--- config.mk ---
export PLATFORM = sky130hd
export DESIGN_NAME = io_bridge64to256_fta
export DESIGN_NICKNAME = d
export VERILOG_FILES = /design/src/rtl/io_bridge64to256_fta.sv
export SDC_FILE = /design/constraint.sdc
export NUM_CORES = 1
export LEC_CHECK = 0
export ABC_AREA = 1
export BUFFER_PORTS_ARGS = -buffer_cell sky130_fd_sc_hd__buf_2
export CAP_MARGIN = 10
export CELL_PAD_IN_SITES_DETAIL_PLACEMENT = 1
export CELL_PAD_IN_SITES_GLOBAL_PLACEMENT = 2
export CORE_AREA = 2 2 341 343
export CTS_BUF_LIST = sky130_fd_sc_hd__clkbuf_16
export DETAILED_ROUTE_END_ITERATION = 10
export DIE_AREA = 0 0 343 345
export PLACE_DENSITY = 0.52
export REMOVE_ABC_BUFFERS = 1
export SLEW_MARGIN = 10
export SYNTH_ARGS = -nofsm -noshare
export SYNTH_HDL_FRONTEND = slang
export SYNTH_SLANG_ARGS = --single-unit
--- constraint.sdc ---
create_clock -name clk_i -period 3.1 [get_ports clk_i]
set_input_delay 0.155 -clock clk_i [delete_from_list [all_inputs] [get_ports clk_i]]
set_output_delay 0.155 -clock clk_i [all_outputs]
set_load 0.1 [all_outputs]
--- src/rtl/io_bridge64to256_fta.sv ---
`default_nettype none
// ============================================================================
// Module   : io_bridge64to256_fta  (plus package io_bridge64to256_fta_pkg)
// Purpose  : Bridges a 64-bit FTA command initiator onto a 256-bit FTA target
//            bus. Requests are widened by lane placement. Responses are
//            narrowed by selecting the lane recorded when the request issued.
//            An outstanding-request FIFO holds {tid, lane} for each request.
// Ports    : clk_i   - clock, rising edge
//            rst_ni  - asynchronous active-low reset
//            s_req   - 64-bit initiator request            (in)
//            s_resp  - response to the 64-bit initiator    (out)
//            m_req   - request to the 256-bit target bus   (out)
//            m_resp  - response from the 256-bit target    (in)
// Params   : DEPTH   - outstanding FIFO depth, power of 2, 2..16
//            TIMEOUT - response timeout in clk_i cycles (>= 1)
// Config   : IOB_TIMEOUT_EN - when defined, adds the response timeout
//            counter and the TMO state. In the default build (macro not
//            defined), PEND is left only through a pop.
// Revision : 1.0 - initial release
// ============================================================================

package io_bridge64to256_fta_pkg;

  typedef struct packed {
    logic        cyc;
    logic        stb;
    logic        we;
    logic [3:0]  cmd;
    logic [1:0]  bte;
    logic [2:0]  cti;
    logic [7:0]  tid;
    logic [31:0] padr;
    logic [7:0]  sel;
    logic [63:0] dat;
  } fta_cmd_request64_t;

  typedef struct packed {
    logic         cyc;
    logic         stb;
    logic         we;
    logic [3:0]   cmd;
    logic [1:0]   bte;
    logic [2:0]   cti;
    logic [7:0]   tid;
    logic [31:0]  padr;
    logic [31:0]  sel;
    logic [255:0] data1;
  } fta_cmd_request256_t;

  typedef struct packed {
    logic        ack;
    logic        rty;
    logic        err;
    logic        next;
    logic        stall;
    logic [7:0]  tid;
    logic [31:0] adr;
    logic [3:0]  pri;
    logic [63:0] dat;
  } fta_cmd_response64_t;

  typedef struct packed {
    logic         ack;
    logic         rty;
    logic         err;
    logic         next;
    logic         stall;
    logic [7:0]   tid;
    logic [31:0]  adr;
    logic [3:0]   pri;
    logic [255:0] dat;
  } fta_cmd_response256_t;

endpackage

module io_bridge64to256_fta
  import io_bridge64to256_fta_pkg::*;
#(
  parameter int DEPTH   = 4,
  parameter int TIMEOUT = 1023
) (
  input  logic                 clk_i,
  input  logic                 rst_ni,
  input  fta_cmd_request64_t   s_req,
  output fta_cmd_response64_t  s_resp,
  output fta_cmd_request256_t  m_req,
  input  fta_cmd_response256_t m_resp
);

  localparam int PW  = (DEPTH > 1) ? $clog2(DEPTH) : 1;
  localparam int CNW = PW + 1;

`ifdef IOB_TIMEOUT_EN
  typedef enum logic [1:0] {
    ST_IDLE = 2'd0,
    ST_PEND = 2'd1,
    ST_TMO  = 2'd2
  } state_t;
`else
  typedef enum logic [0:0] {
    ST_IDLE = 1'b0,
    ST_PEND = 1'b1
  } state_t;
`endif

  state_t              r_state;
  state_t              w_state_nxt;

  logic [7:0]          r_fifo_tid  [DEPTH];
  logic [1:0]          r_fifo_lane [DEPTH];
  logic [PW-1:0]       r_wptr;
  logic [PW-1:0]       r_rptr;
  logic [CNW-1:0]      r_count;
  logic [CNW-1:0]      w_count_nxt;

  logic                w_full;
  logic                w_empty;
  logic                w_push;
  logic                w_ack_pop;
  logic                w_tmo_pop;
  logic                w_pop;
  logic [1:0]          w_lane;
  logic [7:0]          w_head_tid;
  logic [1:0]          w_head_lane;
  logic                w_unused;

  fta_cmd_request256_t r_m_req;
  fta_cmd_response64_t r_s_resp;

  // --------------------------------------------------------------------------
  // FIFO control
  // --------------------------------------------------------------------------
  assign w_full      = (r_count == CNW'(DEPTH));
  assign w_empty     = (r_count == '0);
  // Acceptance uses the registered full flag, so a pop in the same cycle
  // does not let a request in while full.
  assign w_push      = s_req.cyc & s_req.stb & ~w_full;
  assign w_ack_pop   = m_resp.ack & ~w_empty;
  assign w_pop       = w_ack_pop | w_tmo_pop;
  assign w_count_nxt = r_count + CNW'(w_push) - CNW'(w_pop);
  assign w_lane      = s_req.padr[4:3];
  assign w_head_tid  = r_fifo_tid[r_rptr];
  assign w_head_lane = r_fifo_lane[r_rptr];

  // Sub-lane address bits and the target stall are not needed by the bridge.
  assign w_unused    = ^{s_req.padr[2:0], m_resp.stall};

  always_ff @(posedge clk_i) begin
    if (w_push) begin
      r_fifo_tid[r_wptr]  <= s_req.tid;
      r_fifo_lane[r_wptr] <= w_lane;
    end
  end

  // DEPTH is a power of two, so natural pointer overflow wraps modulo DEPTH.
  always_ff @(posedge clk_i or negedge rst_ni) begin
    if (!rst_ni) begin
      r_wptr  <= '0;
      r_rptr  <= '0;
      r_count <= '0;
    end else begin
      if (w_push) r_wptr <= r_wptr + PW'(1);
      if (w_pop)  r_rptr <= r_rptr + PW'(1);
      r_count <= w_count_nxt;
    end
  end

  // --------------------------------------------------------------------------
  // Response timeout
  // --------------------------------------------------------------------------
`ifdef IOB_TIMEOUT_EN
  localparam int TW = $clog2(TIMEOUT + 1);

  logic [TW-1:0] r_tmo_cnt;
  logic          w_tmo_hit;

  // The counter holds the number of completed PEND cycles. When it is at
  // TIMEOUT-1 and this cycle is another pop-free PEND cycle, the count
  // reaches TIMEOUT and the FSM moves to TMO.
  assign w_tmo_hit = (r_tmo_cnt == TW'(TIMEOUT - 1));
  // A real ack in the TMO cycle takes priority over the timeout pop.
  assign w_tmo_pop = (r_state == ST_TMO) & ~w_ack_pop & ~w_empty;

  // Clearing whenever the FSM is outside PEND gives the clear-on-entry
  // behaviour.
  always_ff @(posedge clk_i or negedge rst_ni) begin
    if (!rst_ni) begin
      r_tmo_cnt <= '0;
    end else if (w_pop || (r_state != ST_PEND)) begin
      r_tmo_cnt <= '0;
    end else begin
      r_tmo_cnt <= r_tmo_cnt + TW'(1);
    end
  end
`else
  assign w_tmo_pop = 1'b0;
`endif

  // --------------------------------------------------------------------------
  // State machine
  // --------------------------------------------------------------------------
  always_ff @(posedge clk_i or negedge rst_ni) begin
    if (!rst_ni) r_state <= ST_IDLE;
    else         r_state <= w_state_nxt;
  end

  always_comb begin
    w_state_nxt = r_state;
    case (r_state)
      ST_IDLE: begin
        if (w_push) w_state_nxt = ST_PEND;
      end
      ST_PEND: begin
        if (w_count_nxt == '0) begin
          w_state_nxt = ST_IDLE;
        end
`ifdef IOB_TIMEOUT_EN
        else if (!w_pop && w_tmo_hit) begin
          w_state_nxt = ST_TMO;
        end
`endif
      end
`ifdef IOB_TIMEOUT_EN
      ST_TMO: begin
        w_state_nxt = (w_count_nxt == '0) ? ST_IDLE : ST_PEND;
      end
`endif
      default: w_state_nxt = ST_IDLE;
    endcase
  end

  // --------------------------------------------------------------------------
  // Request path: widen onto the lane selected by padr[4:3]
  // --------------------------------------------------------------------------
  always_ff @(posedge clk_i or negedge rst_ni) begin
    if (!rst_ni) begin
      r_m_req      <= '0;
      r_m_req.padr <= 32'hFFFF_FFFF;
    end else if (w_push) begin
      r_m_req.cyc   <= 1'b1;
      r_m_req.stb   <= s_req.stb;
      r_m_req.we    <= s_req.we;
      r_m_req.cmd   <= s_req.cmd;
      r_m_req.bte   <= s_req.bte;
      r_m_req.cti   <= s_req.cti;
      r_m_req.tid   <= s_req.tid;
      r_m_req.padr  <= {s_req.padr[31:5], 5'd0};
      r_m_req.sel   <= 32'(s_req.sel) << {w_lane, 3'b000};
      r_m_req.data1 <= {4{s_req.dat}};
    end else begin
      r_m_req      <= '0;
      r_m_req.padr <= 32'hFFFF_FFFF;
    end
  end

  assign m_req = r_m_req;

  // --------------------------------------------------------------------------
  // Response path: narrow by the head lane, flag tid mismatch, report timeout
  // --------------------------------------------------------------------------
  always_ff @(posedge clk_i or negedge rst_ni) begin
    if (!rst_ni) begin
      r_s_resp <= '0;
    end else begin
      r_s_resp      <= '0;
      r_s_resp.rty  <= m_resp.rty;
      r_s_resp.next <= m_resp.next;
      r_s_resp.err  <= m_resp.err;
      if (w_ack_pop) begin
        r_s_resp.ack <= 1'b1;
        r_s_resp.dat <= m_resp.dat[{w_head_lane, 6'd0} +: 64];
        r_s_resp.tid <= m_resp.tid;
        r_s_resp.adr <= m_resp.adr;
        r_s_resp.pri <= m_resp.pri;
        r_s_resp.err <= m_resp.err | (m_resp.tid != w_head_tid);
      end else if (w_tmo_pop) begin
        r_s_resp.err <= 1'b1;
        r_s_resp.tid <= w_head_tid;
      end
    end
  end

  // Stall follows the live FIFO occupancy, so it drops the cycle after the
  // pop that frees an entry.
  always_comb begin
    s_resp       = r_s_resp;
    s_resp.stall = w_full;
  end

endmodule

`default_nettype wire

==> run metrics <==
cell count after placement about 3700; Yosys cell types 24; Layout fillers approximately 14000; root buf cell clkbuf_16; Post-Synthesis Cells 1500; worst-skew pair later-pin latency around 600 ps; routability cong. 0.864; grt met3 use around 3.9%; commonest non-fill, non-tap cell in the layout buf_2; Final Max Slew Viols 0; final period utilization about nine tenths; Worst-path clk slew roughly 60 ps; Lkg Pwr between 10 and 15 nW; Initial Util between 10% and 20%; maximum vdd drop 454 uV; most used cell, CP nor2_1; Crit path largest cell delay between 500 and 600 ps; number of port buffers between 800 and 900; CP Launch Point r_rptr[0]$_DFFE_PN0P_; share of cells above drive strength 1 ~39%; multiplexer share of the synthesized area 0%; power density over cell area around 970 nW/um^2; # nets final between 3000 and 4000; Die H approximately 350 um; initial antenna violation count just under 50; setup slack, reg-to-reg between 200 and 300 ps; clock net sink count 303; via count roughly 14000; global route overflow 0; Total Routing Usage GR between 10% and 20%; grt peak-use layer met2; vias in the first global route 15400; TritonCTS clock tree built; Hold Path Class primary input to flip-flop; Area growth syn-to-layout 75.8%; met1 Use GR 17.9%; global-route wire length before repair around 120 mm; worst clock skew between 10 and 15 ps; row cnt 125; DRC 0; Avg Cell Area, Syn 9.10 um^2; worst r2r src r_rptr[0]$_DFFE_PN0P_; final setup violating endpoints 0; drt total wl 87.0 mm; Post-DRT Antenna Nets 0; xor/xnor share of the synthesized area less than 1%; crit path time final between 2000 and 3000 ps; smallest hold slack 58.3 ps; core box area ~120000 um^2; Slowest cell on crit path dlygate4sd3_1; Startpoint Class flip-flop; Final Hold Vio Count 0; commonest cells after routing, fill and taps aside buf_2 (878), nor2_1 (429), dlygate4sd3_1 (419), dfrtp_1 (235), inv_1 (152); Crit path buffers/inverters 4; CTS max path bufs 3; largest family of logic cells by synthesized area buffers and inverters; RSZ-0062 raised after global routing no; total iterations of the first detailed-routing run 4; largest net degree at the start of global routing 110; delay-heaviest family, CP buffers and inverters; worst-path maximum fanout 21; #FFs+latches synth between 300 and 400; CP cell instances buf_4 -> nor2_1 -> nor2_1 -> o21ai_1 -> nand2_2 -> inv_2 -> buf_4 -> nor2_1 -> o21ai_0 -> dlygate4sd3_1 -> a21oi_1; DR iter-0 viols between 500 and 600; post-synthesis sequential area ratio between 50 and 60%; Fmax roughly 350 MHz; Yosys Warn Count 0; Crit Path Class flip-flop to flip-flop; post-DR wirelength/cell 20.8 um; slew margin rel. between 20% and 30%; number of I/O pins 884; vias per inst about 3.4; arrival time of the worst setup path around 3300 ps; crit path capture type flip-flop; Hold Path Origin m_resp[223]; max-cap viol count 0; Worst-Margin Slew about 1100 ps; H-tree depth 2; die area 118000 um^2; Die Wd 343 um; dpl hpwl between 60 and 70 mm; fraction of the mapped netlist area in adder cells 0.696%; final non-filler cell total ~4200; simple-gate share of the synthesized area between 10% and 20%; Inserted Clock Buffers 42; met2 Usage GRT 23.2%; outcome finished clean; Compound-Gate Fraction of Synth Area between 7 and 8%; postcts setup bufs 0; Required @ worst endpoint 3530 ps; Mapped Area ~14000 um^2
==> worst paths after layout <==
path,to,cells after the start
max in group asynchronous,m_req[299]$_DFF_PN1_,3
setup reg to reg,s_resp[58]$_DFF_PN0_,11
hold / removal,s_resp[31]$_DFF_PN0_,3
hold reg to reg,r_wptr[0]$_DFFE_PN0N_,1
min in group asynchronous,s_resp[97]$_DFF_PN0_,2
setup / recovery,s_resp[58]$_DFF_PN0_,11
==> logic make-up after synthesis <==
kind of cell               count (synthesis)
and+or+nand+nor                          573
buffers and inverters                    417
DFF                                      303
AOI/OAI and AO/OA                        196
adders and majority gates                  7
xor gates and xnor gates                   4
==> area by class of cell <==
cell class | instances | area, um^2 | area share (%)
Inverter | 146 | 556 | 2.31
Clock inverter | 36 | 256 | 1.07
Tap cell | 1524 | 1910 | 7.94
Timing Repair Buffer | 1333 | 8970 | 37.3
Multi-Input combinational cell | 780 | 3400 | 14.2
Sequential cell | 303 | 7820 | 32.6
Clock buffer | 42 | 1050 | 4.38
Antenna cell | 23 | 57.6 | 0.240
==> repair_timing <==
action | 4_1_cts | 5_1_grt
setup endpoints to repair | 0 | 25
hold buffers | 419 | 0
gates resized for setup | 0 | 1
endpoints found under the hold margin | 363 | 0
==> synth_stat cells <==
cell type    n  area (um^2)
nand2_1     89          334
ha_1         6         75.1
dfrtp_1    235         5880
buf_6       16          180
xnor2_1      1         8.76
clkbuf_1    30          113
o21ai_0     75          375
dfstp_2     28          736
nand3_1     26          130
or2_1        1         6.26
o31ai_1      1         7.51
inv_2        6         22.5
clkbuf_2     1         5.00
o21ai_1     56          280
inv_1      140          526
edfxtp_1    40         1200
nor2_1     429         1610
xor2_1       3         26.3
a21oi_1     64          320
nor2_4       1         11.3
buf_2       25          125
or2_2       27          169
buf_4      199         1490
fa_1         1         20.0
==> layer usage <==
metal / vias to the layer above / wire (um)
met1: 7029 / 36900
met5: - / 124
met2: 514 / 40600
met4: 22 / 3230
met3: 142 / 6200
li1: 6661 / -
==> registers in the layout, indices dropped and copies added (netlist names) <==
name	flops
m_req	144
r_wptr	2
s_resp	112
r_rptr	2
r_fifo_tid	32
r_fifo_lane	8
r_count	3
==> power breakdown <==
part / switching, W / internal, W / total [W]
Clock: 0.00206 / 0.00266 / 0.00471
Combinational: 0.00976 / 0.00379 / 0.0135
Sequential: 0.000361 / 0.00468 / 0.00504
Total: 0.0122 / 0.0111 / 0.0233
==> tightest hold or removal path, cell delays in order <==
cell and delay (ps):
buf_2 70, o21ai_0 190, a21oi_1 200
==> metrics by stage <==
step	cell area [um^2]	total power, W	TNS (ps)	worst slack [ps]	utilization (%)
floorplan	11700	0.0133	-450660	-5420	-
global placement	18400	0.0168	0	676	16.0
detailed placement	18400	0.0168	0	667	16.0
CTS	23900	0.0237	0	102	20.8
global route	24000	0.0247	0	15.2	20.8
finish	24000	0.0233	0	283	20.9
Note: power is estimated with default switching activity, not from simulation.
